## config.mk

```make
export PLATFORM = sky130hd
export DESIGN_NAME = pattern_select_ctrl_flat
export DESIGN_NICKNAME = d
export VERILOG_FILES = /design/src/rtl/pattern_select_ctrl_if.sv /design/src/rtl/pattern_select_ctrl.sv /design/src/flat_wrapper.sv
export SDC_FILE = /design/constraint.sdc
export NUM_CORES = 1
export LEC_CHECK = 0
export ABC_AREA = 1
export CORE_MARGIN = 2
export CORE_UTILIZATION = 55
export CTS_CLUSTER_SIZE = 14
export DETAILED_ROUTE_END_ITERATION = 7
export HOLD_SLACK_MARGIN = 0.12
export PLACE_DENSITY = 0.72
export RECOVER_POWER = 100
export SYNTH_ARGS = -nofsm -noshare
export SYNTH_HDL_FRONTEND = slang
export SYNTH_SLANG_ARGS = --single-unit
export TNS_END_PERCENT = 30
```

## constraint.sdc

```tcl
create_clock -name clk -period 2.6 [get_ports clk]
set_input_delay 0.52 -clock clk [delete_from_list [all_inputs] [get_ports clk]]
set_output_delay 0.52 -clock clk [all_outputs]
set_load 0.01 [all_outputs]
```

## src/rtl/pattern_select_ctrl_if.sv

```systemverilog
// Board-facing signal bundle of the LED pattern selector: raw keys and
// switch in, registered pattern select and change strobe out.
interface pattern_select_ctrl_if;
    logic       key_next_n;
    logic       key_prev_n;
    logic       auto_en;
    logic [2:0] sel;
    logic       sel_changed;

    modport master (
        output key_next_n, key_prev_n, auto_en,
        input  sel, sel_changed
    );

    modport slave (
        input  key_next_n, key_prev_n, auto_en,
        output sel, sel_changed
    );
endinterface

```

## src/rtl/pattern_select_ctrl.sv

```systemverilog
// Conditions the two board push-buttons (synchronize, debounce, press-edge)
// and steps a wrapping pattern select, with an optional timed auto-cycle.
module pattern_select_ctrl #(
    parameter int NUM_PATTERNS    = 5,
    parameter int DEBOUNCE_CYCLES = 500000,
    parameter int DWELL_CYCLES    = 100000000
) (
    input  logic                    clk,
    input  logic                    rst,
    pattern_select_ctrl_if.slave    bus
);

    localparam int DB_W = $clog2(DEBOUNCE_CYCLES);
    localparam int DW_W = $clog2(DWELL_CYCLES);
    localparam logic [DB_W-1:0] DB_LAST  = DB_W'(DEBOUNCE_CYCLES - 1);
    localparam logic [DW_W-1:0] DW_LAST  = DW_W'(DWELL_CYCLES - 1);
    localparam logic [2:0]      SEL_LAST = 3'(NUM_PATTERNS - 1);

    // Bit 0 carries the "next" key, bit 1 the "prev" key; 1 means released.
    logic [1:0]      key_raw;
    logic [1:0]      key_meta_q, key_sync_q;
    logic [1:0]      db_q, db_prev_q;
    logic [DB_W-1:0] db_cnt_q [2];
    logic            auto_meta_q, auto_sync_q;
    logic [DW_W-1:0] dwell_q, dwell_d;
    logic [2:0]      sel_q, sel_d;
    logic            changed_q;
    logic            next_ev, prev_ev, auto_tick;

    assign key_raw = {bus.key_prev_n, bus.key_next_n};

    function automatic logic [2:0] sel_inc(input logic [2:0] s);
        return (s == SEL_LAST) ? 3'd0 : s + 3'd1;
    endfunction

    function automatic logic [2:0] sel_dec(input logic [2:0] s);
        return (s == 3'd0) ? SEL_LAST : s - 3'd1;
    endfunction

    always_ff @(posedge clk) begin
        if (rst) begin
            key_meta_q  <= 2'b11;
            key_sync_q  <= 2'b11;
            db_q        <= 2'b11;
            db_prev_q   <= 2'b11;
            auto_meta_q <= 1'b0;
            auto_sync_q <= 1'b0;
            for (int k = 0; k < 2; k++) db_cnt_q[k] <= '0;
        end else begin
            key_meta_q  <= key_raw;
            key_sync_q  <= key_meta_q;
            db_prev_q   <= db_q;
            auto_meta_q <= bus.auto_en;
            auto_sync_q <= auto_meta_q;
            // A level is accepted only after DEBOUNCE_CYCLES consecutive differing samples.
            for (int k = 0; k < 2; k++) begin
                if (key_sync_q[k] == db_q[k]) begin
                    db_cnt_q[k] <= '0;
                end else if (db_cnt_q[k] == DB_LAST) begin
                    db_q[k]     <= key_sync_q[k];
                    db_cnt_q[k] <= '0;
                end else begin
                    db_cnt_q[k] <= db_cnt_q[k] + DB_W'(1);
                end
            end
        end
    end

    assign next_ev   = db_prev_q[0] & ~db_q[0];
    assign prev_ev   = db_prev_q[1] & ~db_q[1];
    assign auto_tick = auto_sync_q && (dwell_q == DW_LAST);

    always_comb begin
        sel_d   = sel_q;
        dwell_d = dwell_q;
        if (!auto_sync_q || auto_tick) dwell_d = '0;
        else                           dwell_d = dwell_q + DW_W'(1);
        // Manual events win over a coincident tick and restart the dwell period.
        if (next_ev && prev_ev) begin
            dwell_d = '0;
        end else if (next_ev) begin
            sel_d   = sel_inc(sel_q);
            dwell_d = '0;
        end else if (prev_ev) begin
            sel_d   = sel_dec(sel_q);
            dwell_d = '0;
        end else if (auto_tick) begin
            sel_d   = sel_inc(sel_q);
        end
    end

    always_ff @(posedge clk) begin
        if (rst) begin
            sel_q     <= 3'd0;
            changed_q <= 1'b0;
            dwell_q   <= '0;
        end else begin
            sel_q     <= sel_d;
            changed_q <= (sel_d != sel_q);
            dwell_q   <= dwell_d;
        end
    end

    assign bus.sel         = sel_q;
    assign bus.sel_changed = changed_q;

endmodule

```

## src/flat_wrapper.sv

```systemverilog
// flat-port wrapper written by rule: the top's interface ports become plain ports
module pattern_select_ctrl_flat 
#(
    parameter int NUM_PATTERNS    = 5,
    parameter int DEBOUNCE_CYCLES = 500000,
    parameter int DWELL_CYCLES    = 100000000
)
  (clk, rst, bus_key_next_n, bus_key_prev_n, bus_auto_en, bus_sel, bus_sel_changed);
  pattern_select_ctrl_if bus_i ();
  input  logic clk;
  input  logic rst;
  input wire logic [$bits(bus_i.key_next_n)-1:0] bus_key_next_n;
  input wire logic [$bits(bus_i.key_prev_n)-1:0] bus_key_prev_n;
  input wire logic [$bits(bus_i.auto_en)-1:0] bus_auto_en;
  output wire logic [$bits(bus_i.sel)-1:0] bus_sel;
  output wire logic [$bits(bus_i.sel_changed)-1:0] bus_sel_changed;
  assign bus_i.key_next_n = bus_key_next_n;
  assign bus_i.key_prev_n = bus_key_prev_n;
  assign bus_i.auto_en = bus_auto_en;
  assign bus_sel = bus_i.sel;
  assign bus_sel_changed = bus_i.sel_changed;
  pattern_select_ctrl #(.NUM_PATTERNS(NUM_PATTERNS), .DEBOUNCE_CYCLES(DEBOUNCE_CYCLES), .DWELL_CYCLES(DWELL_CYCLES)) u_core (.clk(clk), .rst(rst), .bus(bus_i));
endmodule
```

---- Word-level counts from Yosys, hierarchy flattened ----
Memories as Yosys holds them, arrays and structs flattened.
Cells that the tools add are included.
operators by class
  add/sub/neg operators ................... 5
  eq/ne operators ......................... 7
  multiplexer cells ....................... 36
  bitwise logic cells ..................... 12
  reductions and logical operators ........ 8
operators by type and width
  kind                   count
  $mux 19                6
  $add 19x1->19 const B  2
  $eq 19x19->1 const B   2
  $add 27x1->27 const B  1
  $eq 27x27->1 const B   1
  $mux 1                 24
  $mux 3                 6
  $or 1x1->1             6
  $reduce_or 5->1        1
  $not 1->1              4
  $reduce_and 2->1       2
  $add 3x1->3 const B    1
  $eq 3x3->1 const B     1
  $logic_not 3->1        1
  $ne 3x3->1             1
  $sub 3x1->3 const B    1
  $and 1x1->1            2
  $eq 1x1->1             2
  $logic_and 1x1->1      2
  $logic_not 1->1        1
  $logic_or 1x1->1       1
word-level totals
  register bits ........................... 41
  RAM bits ................................ 38
  input bits .............................. 5
  output and inout port bits .............. 4
  memories ................................ 1
memories
  memory           words  bits a word  read ports  clocked after Yosys merged registers in  wr ports  line                       text
  u_core.db_cnt_q  2      19           2           0                                        2         pattern_select_ctrl.sv:23  logic [DB_W-1:0] db_cnt_q [2];

---- Logic depth before layout (Yosys ltp) ----
Gate-level depths: netlist of run 1.
  depth in word-level cells ............... 7
  depth in mapped cells ................... 15
  mapped depth without buffers ............ 15

---- Least setup slack after synthesis of run 1 ----
OpenSTA, ideal clock, no wires.
  path type ............................... register -> register
  start point ............................. memory u_core.db_cnt_q[0][0] (netlist bit)
  end point ............................... memory u_core.db_cnt_q[0][18] (netlist bit) (data pin)
  setup time .............................. 0.266 ns
  data arrival time ....................... 1.531 ns
  slack ................................... 0.803 ns
  cell stages (with the launch flop) ...... 10
  path buffers ............................ 0
  period minus slack after synthesis ...... 1.797 ns
  path through ............................ edfxtp_1 -> ha_1 -> nand2_1 -> nor2_2 -> nand3_1 -> nor3_2 -> nand3_1 -> nor4_2 -> xor2_1 -> nor2_1
RTL lines
  what         line
  from (decl)  pattern_select_ctrl.sv:23

==> qor.yml, run 1 <==
clock_tree:
  ctsHoldBuffers: 0
  cts_tree: "yes"
  cts-resized-gates: 0
  htreeDepth: 3
  cts_buffer_depth: 2
  cts_root_buf: "clkbuf_8"
  clkSlewWorstSetupHoldPaths_ps: 90
  worstSkewPairLatency_ps: 350
  postCtsSetupBuffers: 0
  clock-sinks: 79
  numCtsBuffers: 9
floorplan:
  dieArea_um2: 8420
  core_area_um2: 7610
  die_w_um: 91.8
  die_h_um: 91.8
  pin_count: 9
  start_util: 0.557
  std_cell_rows: 32
finish:
  antenna_cells: 0
  drive_gt1_frac: 0.0886
  layout_common_cells: "84 x nand2_1, 79 x nor2_1, 76 x inv_1"
  fillers: 703
  syn_to_final_growth_pct: 11.9
  layout.cells.non_filler: 689
  fin_nets: 593
  layout_commonest_cell: "nand2_1"
sta:
  slew_headroom: 0.611
  rsz0062_at_grt: "false"
  fin_ws_ps: 364
  finalMaxSlewViolations: 0
  min_period_ps: 2240
  finalSetupViolations: 0
  tns_ps: 0
  period_share: 0.860
  skew_ps: 10.7
  hold_viol: 0
  worst_pin_slew_ps: 582
  fmax_mhz: 447
hold_path:
  worstHoldEndpoint: "u_core.auto_sync_q$_SDFF_PP0_"
  hold_depth: 2
  hold_class: "reg -> reg"
  hold_start: "u_core.auto_meta_q$_SDFF_PP0_"
synth:
  synth_cells: 528
  synth_top_area_cell: "edfxtp_1"
  netlist_area_um2: 4240
  ys.flop_type: "dfxtp_1"
  synth.area.top_cells: "edfxtp_1 27%, dfxtp_1 19%, nand2_1 7.4%, inv_1 6.7%, nor2_1 6.7%"
  yosysUniqueCellTypes: 35
  avgSynthCellArea_um2: 8.02
  yosysTopAreaCellShare: 0.269
  yosysSeqAreaShare: 0.463
  async_flop_share: 0
  ys_warn_count: 0
  ys_seq_elements: 79
  synth-edff-count: 38
detailed_routing:
  drt_iter0_drc: 150
  via_per_inst: 4.92
  drt-total-wl_um: 7610
  post-route-drc-count: 0
  vias: 3390
  wl_per_cell_um: 11.0
  antenna_left: 0
  first_pass_iters: 4
flow_run:
  maxCapViolCount: 0
critical_path:
  r2r_setup_slack_ps: 360
  critPathCaptureType: "flip-flop"
  crit_arrival_ps: 2350
  worstSetupPathType: "reg -> reg"
  r2r-end: "u_core.db_cnt_q[0][17]$_SDFFCE_PN0P_"
  path_max_fanout: 17
  cp.required_ps: 2720
  r2r_start: "u_core.db_cnt_q[0][0]$_SDFFCE_PN0P_"
  critPathLaunchType: "flip-flop"
  reg2reg_depth: 8
pwr:
  vdd_drop_max_uv: 321
  power.density_nw_per_um2: 510
  p_leak_nw: 1.83
placed_design:
  place.gp.congestion: 0.851
  placement.io_buffers: 8
  dp_hpwl_um: 5630
  dp.cells: 673
  dpl_worst_slack_ps: 236
global_route:
  grt_max_degree: 18
  grt_pass1_vias: 3136
  antenna_found_initial: 0
  grt_overflow_total: 0
  grt_pass1_wl_um: 13600
  track_usage: 0.197
outcome:
  status: "finished clean"
worst max path at each step:
| stage | from | slack, ps | to |
|---|---|---|---|
| 2_1_floorplan | u_core.db_cnt_q[0][0]$_SDFFCE_PN0P_ | 800 | u_core.db_cnt_q[0][18]$_SDFFCE_PN0P_ |
| 3_3_place_gp | rst | 290 | u_core.db_cnt_q[1][17]$_SDFFCE_PN0P_ |
| 3_5_place_dp | rst | 240 | u_core.db_cnt_q[1][17]$_SDFFCE_PN0P_ |
| 4_1_cts | u_core.db_cnt_q[0][0]$_SDFFCE_PN0P_ | 470 | u_core.db_cnt_q[0][17]$_SDFFCE_PN0P_ |
| 5_1_grt | u_core.db_cnt_q[0][0]$_SDFFCE_PN0P_ | 120 | u_core.db_cnt_q[0][18]$_SDFFCE_PN0P_ |
| 6_report | u_core.db_cnt_q[0][0]$_SDFFCE_PN0P_ | 360 | u_core.db_cnt_q[0][17]$_SDFFCE_PN0P_ |
worst max-delay path, cell delays in order, from the launching register on:
cell	delay, ps
edfxtp_1	410
ha_1	180
nand2_1	60
nor2_1	300
nand4_1	230
nand2_1	500
inv_1	140
o21ai_0	110
a21oi_1	60
synth_stat cells (all sizes together), types with 7 or more instances:
cell,n
nand3,36
xor2,12
or2,7
nand4,18
inv,79
dfxtp,41
o21ai,10
a21oi,34
edfxtp,38
nor2,86
nor3,32
nor4,7
nand2,93
state kept, by name (all words and copies together) (netlist names), 2 cells and up:
signal,flops
u_core.db_q,2
u_core.db_cnt_q,38
u_core.key_meta_q,2
u_core.dwell_q,27
u_core.key_sync_q,2
u_core.db_prev_q,2
u_core.bus.sel,3
power breakdown:
group	total, mW	internal, mW	switching [mW]
combinational	0.0739	0.0252	0.0487
clock	0.985	0.538	0.448
sequential	1.36	1.33	0.0282
cell type report:
type	count	area, um^2	area share
Multi-Input combinational cell	402	2050	0.433
Sequential cell	79	1960	0.414
Inverter	79	297	0.0625
Clock buffer	10	128	0.0269
Tap cell	102	128	0.0269
Timing Repair Buffer	11	91.3	0.0193
Clock inverter	6	85.1	0.0179
kinds of logic (layout without fill, tap and decap cells):
kind of cell,count (synthesis),after routing,synth area share
and+or+nand+nor,284,284,0.333
buffers and inverters,84,106,0.0759
DFF,79,79,0.463
AOI/OAI and AO/OA,58,58,0.0759
xor gates and xnor gates,16,16,0.0331
adders and majority gates,6,6,0.0177
other,1,38,0.000885
routing by layer:
| layer | share of wire | wire length [um] | track usage |
|---|---|---|---|
| met1 | 0.49 | 3740 | 0.259 |
| met2 | 0.47 | 3560 | 0.322 |
| met5 | 0 | 0 | 0 |
| met4 | 0.010 | 76 | 0.0697 |
| met3 | 0.030 | 230 | 0.0419 |
through the flow:
stage / hold slack, ps / total power, mW / util / cell area (um^2)
6_report: 407 / 2.42 / 0.623 / 4740
5_1_grt: 425 / 2.52 / 0.623 / 4740
4_1_cts: 410 / 2.45 / 0.630 / 4790
3_5_place_dp: 394 / 1.46 / 0.602 / 4580
3_3_place_gp: 392 / 1.46 / 0.602 / 4580
2_1_floorplan: 388 / 1.44 / - / 4380
No activity file was read; power rests on OpenSTA's default activity.
==> run 2: changes to the inputs <==
--- a/config.mk
+++ b/config.mk
@@ -8,6 +8,7 @@
 export ABC_AREA = 1
 export CORE_MARGIN = 2
 export CORE_UTILIZATION = 55
+export CTS_BUF_LIST = sky130_fd_sc_hd__clkbuf_8
 export CTS_CLUSTER_SIZE = 14
 export DETAILED_ROUTE_END_ITERATION = 7
 export HOLD_SLACK_MARGIN = 0.12
==> qor.yml, run 2 (synthesized netlist as in run 1, its figures left out) <==
pwr:
  vdd_drop_max_uv: 321  # about the same
  pwr-share-seq: 0.563  # was 0.562
  p_leak_nw: 1.84  # was 1.83 nW
  power.density_nw_per_um2: 509  # was 510 nW/um^2
  swShare: 0.217  # about the same
  p_comb_frac: 0.031  # about the same
  internal_power_mw: 1.89  # about the same
  power.switching_mw: 0.525  # about the same
  power.share.clock: 0.406  # was 0.407
finish:
  syn_to_final_growth_pct: 11.9  # unchanged
  fin_nets: 593  # unchanged
  drive_gt1_frac: 0.0886  # unchanged
  layout_common_cells: "84 x nand2_1, 79 x nor2_1, 77 x inv_1"  # was 84 x nand2_1, 79 x nor2_1, 76 x inv_1
  layout.cells.non_filler: 689  # unchanged
  largest_reg_flops: 38  # unchanged
  largest_register: "u_core.db_cnt_q"  # unchanged
  final_cell_area_um2: 4740  # unchanged
  layout_commonest_cell: "nand2_1"  # unchanged
  antenna_cells: 0  # unchanged
placed_design:
  dpl_worst_slack_ps: 236  # unchanged
  dpl_cell_area_um2: 4580  # unchanged
  dp_hpwl_um: 5630  # unchanged
  place.gp.congestion: 0.851  # unchanged
  dp.cells: 673  # unchanged
  placement.io_buffers: 8  # unchanged
sta:
  fin_ws_ps: 364  # about the same
  rsz0062_at_grt: "false"  # unchanged
  finalMaxSlewViolations: 0  # unchanged
  fmax_mhz: 447  # about the same
  period_share: 0.860  # about the same
  worst_pin_slew_ps: 582  # unchanged
  tns_ps: 0  # unchanged
  finalSetupViolations: 0  # unchanged
  slew_headroom: 0.611  # unchanged
  hold_viol: 0  # unchanged
  min_period_ps: 2240  # about the same
  skew_ps: 11.0  # was 10.7 ps
floorplan:
  die_h_um: 91.8  # unchanged
  start_util: 0.557  # unchanged
  die_w_um: 91.8  # unchanged
  core_area_um2: 7610  # unchanged
  pin_count: 9  # unchanged
  std_cell_rows: 32  # unchanged
  dieArea_um2: 8420  # unchanged
clock_tree:
  worstSkewPairLatency_ps: 360  # was 350 ps
  clkSlewWorstSetupHoldPaths_ps: 90  # about the same
  ctsHoldBuffers: 0  # unchanged
  cts_buffer_depth: 2  # unchanged
  postCtsSetupBuffers: 0  # unchanged
  numCtsBuffers: 9  # unchanged
  cts_root_buf: "clkbuf_8"  # unchanged
  htreeDepth: 3  # unchanged
  cts-resized-gates: 0  # unchanged
  clock-sinks: 79  # unchanged
  cts_tree: "yes"  # unchanged
global_route:
  grt_pass1_wl_um: 13600  # unchanged
  antenna_found_initial: 0  # unchanged
  grt_pass1_vias: 3136  # unchanged
  track_usage: 0.197  # unchanged
  grt_max_degree: 18  # unchanged
  grt_overflow_total: 0  # unchanged
hold_path:
  hold_depth: 2  # unchanged
  hold_class: "reg -> reg"  # unchanged
critical_path:
  crit_arrival_ps: 2350  # about the same
  critPathCaptureType: "flip-flop"  # unchanged
  crit_end: "u_core.db_cnt_q[0][17]$_SDFFCE_PN0P_"  # unchanged
  cp.required_ps: 2720  # about the same
  r2r_start: "u_core.db_cnt_q[0][0]$_SDFFCE_PN0P_"  # unchanged
  r2r-end: "u_core.db_cnt_q[0][17]$_SDFFCE_PN0P_"  # unchanged
  cp-startpoint: "u_core.db_cnt_q[0][0]$_SDFFCE_PN0P_"  # unchanged
  r2r_setup_slack_ps: 360  # about the same
  path_max_fanout: 17  # unchanged
  critPathLaunchType: "flip-flop"  # unchanged
  worstSetupPathType: "reg -> reg"  # unchanged
  reg2reg_depth: 8  # unchanged
detailed_routing:
  antenna_left: 0  # unchanged
  met3_length_um: 230  # unchanged
  drt-total-wl_um: 7610  # unchanged
  wl_per_cell_um: 11.0  # unchanged
  post-route-drc-count: 0  # unchanged
  wl_met1_um: 3740  # unchanged
  top_layer: "met4"  # unchanged
  first_pass_iters: 4  # unchanged
  via_per_inst: 4.92  # unchanged
  dr_wl_met2_um: 3560  # unchanged
  vias: 3390  # unchanged
  drt_iter0_drc: 150  # unchanged
outcome:
  status: "finished clean"  # unchanged
flow_run:
  maxCapViolCount: 0  # unchanged
## run 2: changes by cell type in the layout (fill, tap and decap cells not counted)
cell and change:
clkbuf_1 -1, inv_1 +1
## run 2: critical path, cell delays in order (launching register included)
cell      delay (ps)
edfxtp_1         410
ha_1             180
nand2_1           60
nor2_1           300
nand4_1          230
nand2_1          500
inv_1            140
o21ai_0          110
a21oi_1           60
## run 2: worst min-delay path by stage
stage	startpoint	end	slack, ps
6_report	u_core.auto_meta_q$_SDFF_PP0_	u_core.auto_sync_q$_SDFF_PP0_	410
5_1_grt	u_core.key_meta_q[1]$_SDFF_PP1_	u_core.key_sync_q[1]$_SDFF_PP1_	420
4_1_cts	u_core.auto_meta_q$_SDFF_PP0_	u_core.auto_sync_q$_SDFF_PP0_	410
3_5_place_dp	u_core.key_meta_q[1]$_SDFF_PP1_	u_core.key_sync_q[1]$_SDFF_PP1_	390
3_3_place_gp	u_core.auto_meta_q$_SDFF_PP0_	u_core.auto_sync_q$_SDFF_PP0_	390
2_1_floorplan	u_core.auto_meta_q$_SDFF_PP0_	u_core.auto_sync_q$_SDFF_PP0_	390
## run 2: power by group through the flow
stage	logic (mW)	clock network (mW)	registers [mW]
3_3_place_gp	0.0731	0	1.39
4_1_cts	0.0758	1.01	1.36
6_report	0.0739	0.982	1.36
5_1_grt	0.0876	1.07	1.36
2_1_floorplan	0.0573	0	1.38
3_5_place_dp	0.0751	0	1.39
## run 2: final cells by class
class,count,area [um^2]
clock buffer,9,124
clock inverter,7,88.8
fill,703,2870
inverter,79,297
multi-input combinational,402,2050
sequential,79,1960
tap,102,128
timing repair buffer,11,91.3
## run 2: layer usage
| metal | up-vias | GRT usage |
|---|---|---|
| met4 | 0 | 0.0697 |
| met2 | 42 | 0.322 |
| met1 | 1524 | 0.259 |
| met3 | 7 | 0.0419 |
| met5 | - | 0 |
| li1 | 1817 | - |
## run 2: stage by stage
stage / hold WS, ps / util / power, mW
finish: 407 / 0.623 / 2.42
global route: 425 / 0.623 / 2.52
CTS: 410 / 0.630 / 2.44
detailed placement: 394 / 0.602 / 1.46
global placement: 392 / 0.602 / 1.46
floorplan: 388 / - / 1.44
==> run 3: changes to the inputs <==
--- a/config.mk
+++ b/config.mk
@@ -11,6 +11,7 @@
 export CTS_BUF_LIST = sky130_fd_sc_hd__clkbuf_8
 export CTS_CLUSTER_SIZE = 14
 export DETAILED_ROUTE_END_ITERATION = 7
+export GPL_ROUTABILITY_DRIVEN = 1
 export HOLD_SLACK_MARGIN = 0.12
 export PLACE_DENSITY = 0.72
 export RECOVER_POWER = 100
==> constraint.sdc (replaced) <==
create_clock -name clk -period 2.8 [get_ports clk]
set_input_delay 0.56 -clock clk [delete_from_list [all_inputs] [get_ports clk]]
set_output_delay 0.56 -clock clk [all_outputs]
set_load 0.01 [all_outputs]
==> qor.yml, run 3 (synthesized netlist as in run 1, its figures left out) <==
outcome:
  status: "finished clean"  # unchanged
finish:
  layout_commonest_cell: "nand2_1"  # unchanged
  largest_register: "u_core.db_cnt_q"  # unchanged
  layout_common_cells: "85 x nand2_1, 78 x nor2_1, 77 x inv_1"  # was 84 x nand2_1, 79 x nor2_1, 77 x inv_1
  fin_nets: 592  # was 593
  drive_gt1_frac: 0.0904  # was 0.0886
  largest_reg_flops: 38  # unchanged
  fillers: 682  # was 703
  antenna_cells: 0  # unchanged
  syn_to_final_growth_pct: 12.0  # was 11.9%
critical_path:
  critPathLaunchType: "flip-flop"  # unchanged
  reg2reg_depth: 9  # was 8
  critPathCaptureType: "flip-flop"  # unchanged
  r2r-end: "u_core.db_cnt_q[0][18]$_SDFFCE_PN0P_"  # was u_core.db_cnt_q[0][17]$_SDFFCE_PN0P_
  r2r_setup_slack_ps: 520  # was 360 ps
  worstSetupPathType: "reg -> reg"  # unchanged
  crit_path_max_incr_delay_ps: 400  # was 500 ps
  cp.required_ps: 2890  # was 2720 ps
  path_max_fanout: 4  # was 17
  crit_arrival_ps: 2370  # was 2350 ps
  r2r_start: "u_core.db_cnt_q[0][0]$_SDFFCE_PN0P_"  # unchanged
  path_cells: "ha_1 -> nand2_1 -> nor2_1 -> nand3_1 -> nor3_2 -> nand3_1 -> nor4_1 -> xor2_1 -> nor2_1"  # was ha_1 -> nand2_1 -> nor2_1 -> nand4_1 -> nand2_1 -> inv_1 -> o21ai_0 -> a21oi_1
  slowest_stage: "edfxtp_1"  # was nand2_1
clock_tree:
  postCtsSetupBuffers: 0  # unchanged
  worstSkewPairLatency_ps: 350  # was 360 ps
  numCtsBuffers: 9  # unchanged
  clock-sinks: 79  # unchanged
  cts_buffer_depth: 2  # unchanged
  ctsHoldBuffers: 0  # unchanged
  cts_root_buf: "clkbuf_8"  # unchanged
  htreeDepth: 3  # unchanged
  clkSlewWorstSetupHoldPaths_ps: 80  # was 90 ps
  cts_tree: "yes"  # unchanged
  cts-resized-gates: 0  # unchanged
sta:
  skew_ps: 9.78  # was 11.0 ps
  hold_viol: 0  # unchanged
  slew_headroom: 0.611  # about the same
  period_share: 0.814  # was 0.860
  fin_ws_ps: 522  # was 364 ps
  worst_pin_slew_ps: 583  # was 582 ps
  min_period_ps: 2280  # was 2240 ps
  finalSetupViolations: 0  # unchanged
  fmax_mhz: 439  # was 447 MHz
  rsz0062_at_grt: "false"  # unchanged
  tns_ps: 0  # unchanged
  finalMaxSlewViolations: 0  # unchanged
flow_run:
  maxCapViolCount: 0  # unchanged
pwr:
  p_leak_nw: 1.85  # was 1.84 nW
  power.density_nw_per_um2: 473  # was 509 nW/um^2
  vdd_drop_max_uv: 249  # was 321 uV
detailed_routing:
  antenna_left: 0  # unchanged
  vias: 3412  # was 3,390
  drt_iter0_drc: 174  # was 150
  post-route-drc-count: 0  # unchanged
  wl_per_cell_um: 11.4  # was 11.0 um
  via_per_inst: 4.96  # was 4.92
  drt-total-wl_um: 7850  # was 7610 um
  first_pass_iters: 4  # unchanged
global_route:
  antenna_found_initial: 0  # unchanged
  grt_overflow_total: 0  # unchanged
  grt_pass1_wl_um: 13900  # was 13,600 um
  grt_max_degree: 20  # was 18
  track_usage: 0.203  # was 0.197
  grt_pass1_vias: 3267  # was 3,136
floorplan:
  start_util: 0.557  # unchanged
  std_cell_rows: 32  # unchanged
  pin_count: 9  # unchanged
  core_area_um2: 7610  # unchanged
  die_h_um: 91.8  # unchanged
  dieArea_um2: 8420  # unchanged
  die_w_um: 91.8  # unchanged
hold_path:
  hold_class: "reg -> reg"  # unchanged
  hold_depth: 2  # unchanged
  hold_start: "u_core.auto_meta_q$_SDFF_PP0_"  # unchanged
  worstHoldEndpoint: "u_core.auto_sync_q$_SDFF_PP0_"  # unchanged
placed_design:
  dpl_worst_slack_ps: 426  # was 236 ps
  placement.io_buffers: 8  # unchanged
  dp_hpwl_um: 5750  # was 5630 um
  place.gp.congestion: 0.838  # was 0.851
run 3: how the worst max path moves through the flow:
| stage | from | end | slack (ps) |
|---|---|---|---|
| finish | u_core.db_cnt_q[0][0]$_SDFFCE_PN0P_ | u_core.db_cnt_q[0][18]$_SDFFCE_PN0P_ | 520 |
| global route | u_core.db_cnt_q[0][0]$_SDFFCE_PN0P_ | u_core.db_cnt_q[0][18]$_SDFFCE_PN0P_ | 330 |
| CTS | u_core.db_cnt_q[0][0]$_SDFFCE_PN0P_ | u_core.db_cnt_q[0][12]$_SDFFCE_PN0P_ | 650 |
| detailed placement | rst | u_core.db_cnt_q[1][12]$_SDFFCE_PN0P_ | 430 |
| global placement | rst | u_core.db_cnt_q[1][12]$_SDFFCE_PN0P_ | 460 |
| floorplan | u_core.db_cnt_q[0][0]$_SDFFCE_PN0P_ | u_core.db_cnt_q[0][18]$_SDFFCE_PN0P_ | 1000 |
run 3: layer usage:
layer  global-route usage  wire [um]  up-vias
met1                0.269       3850     1532
met3               0.0411        258        6
met4               0.0808         63        0
met2                0.328       3680       47
met5                    0          0        -
li1                     -          -     1827
run 3: stage by stage:
step | instances | hold slack [ps] | area, um^2 | utilization | power, mW
floorplan | 565 | 388 | 4380 | - | 1.33
global placement | 672 | 392 | 4570 | 0.601 | 1.36
detailed placement | 672 | 399 | 4570 | 0.601 | 1.36
CTS | 688 | 410 | 4780 | 0.629 | 2.27
global route | 688 | 428 | 4750 | 0.624 | 2.34
finish | 688 | 408 | 4750 | 0.624 | 2.24
run 3: final cells by class:
class	count	area [um^2]	share of cell area
multi-input combinational	402	2060	0.434
clock inverter	7	87.6	0.0185
tap	102	128	0.0269
sequential	79	1960	0.413
timing repair buffer	10	91.3	0.0192
clock buffer	9	124	0.0261
inverter	79	297	0.0625
run 3: worst max-delay path, delay by kind of cell, from the launching register on:
kind          cells  cell delay [ps]
xor+xnor          1              200
fa+ha+maj         1              190
flops             1              400
simple gates      7             1230
run 3: where the power goes:
| group | leakage [nW] | internal [mW] | switching (mW) | total [mW] |
|---|---|---|---|---|
| sequential | 0.724 | 1.24 | 0.0269 | 1.26 |
| combinational | 1.02 | 0.0235 | 0.0457 | 0.0693 |
| clock | 0.110 | 0.496 | 0.417 | 0.913 |
| total | 1.85 | 1.76 | 0.489 | 2.24 |
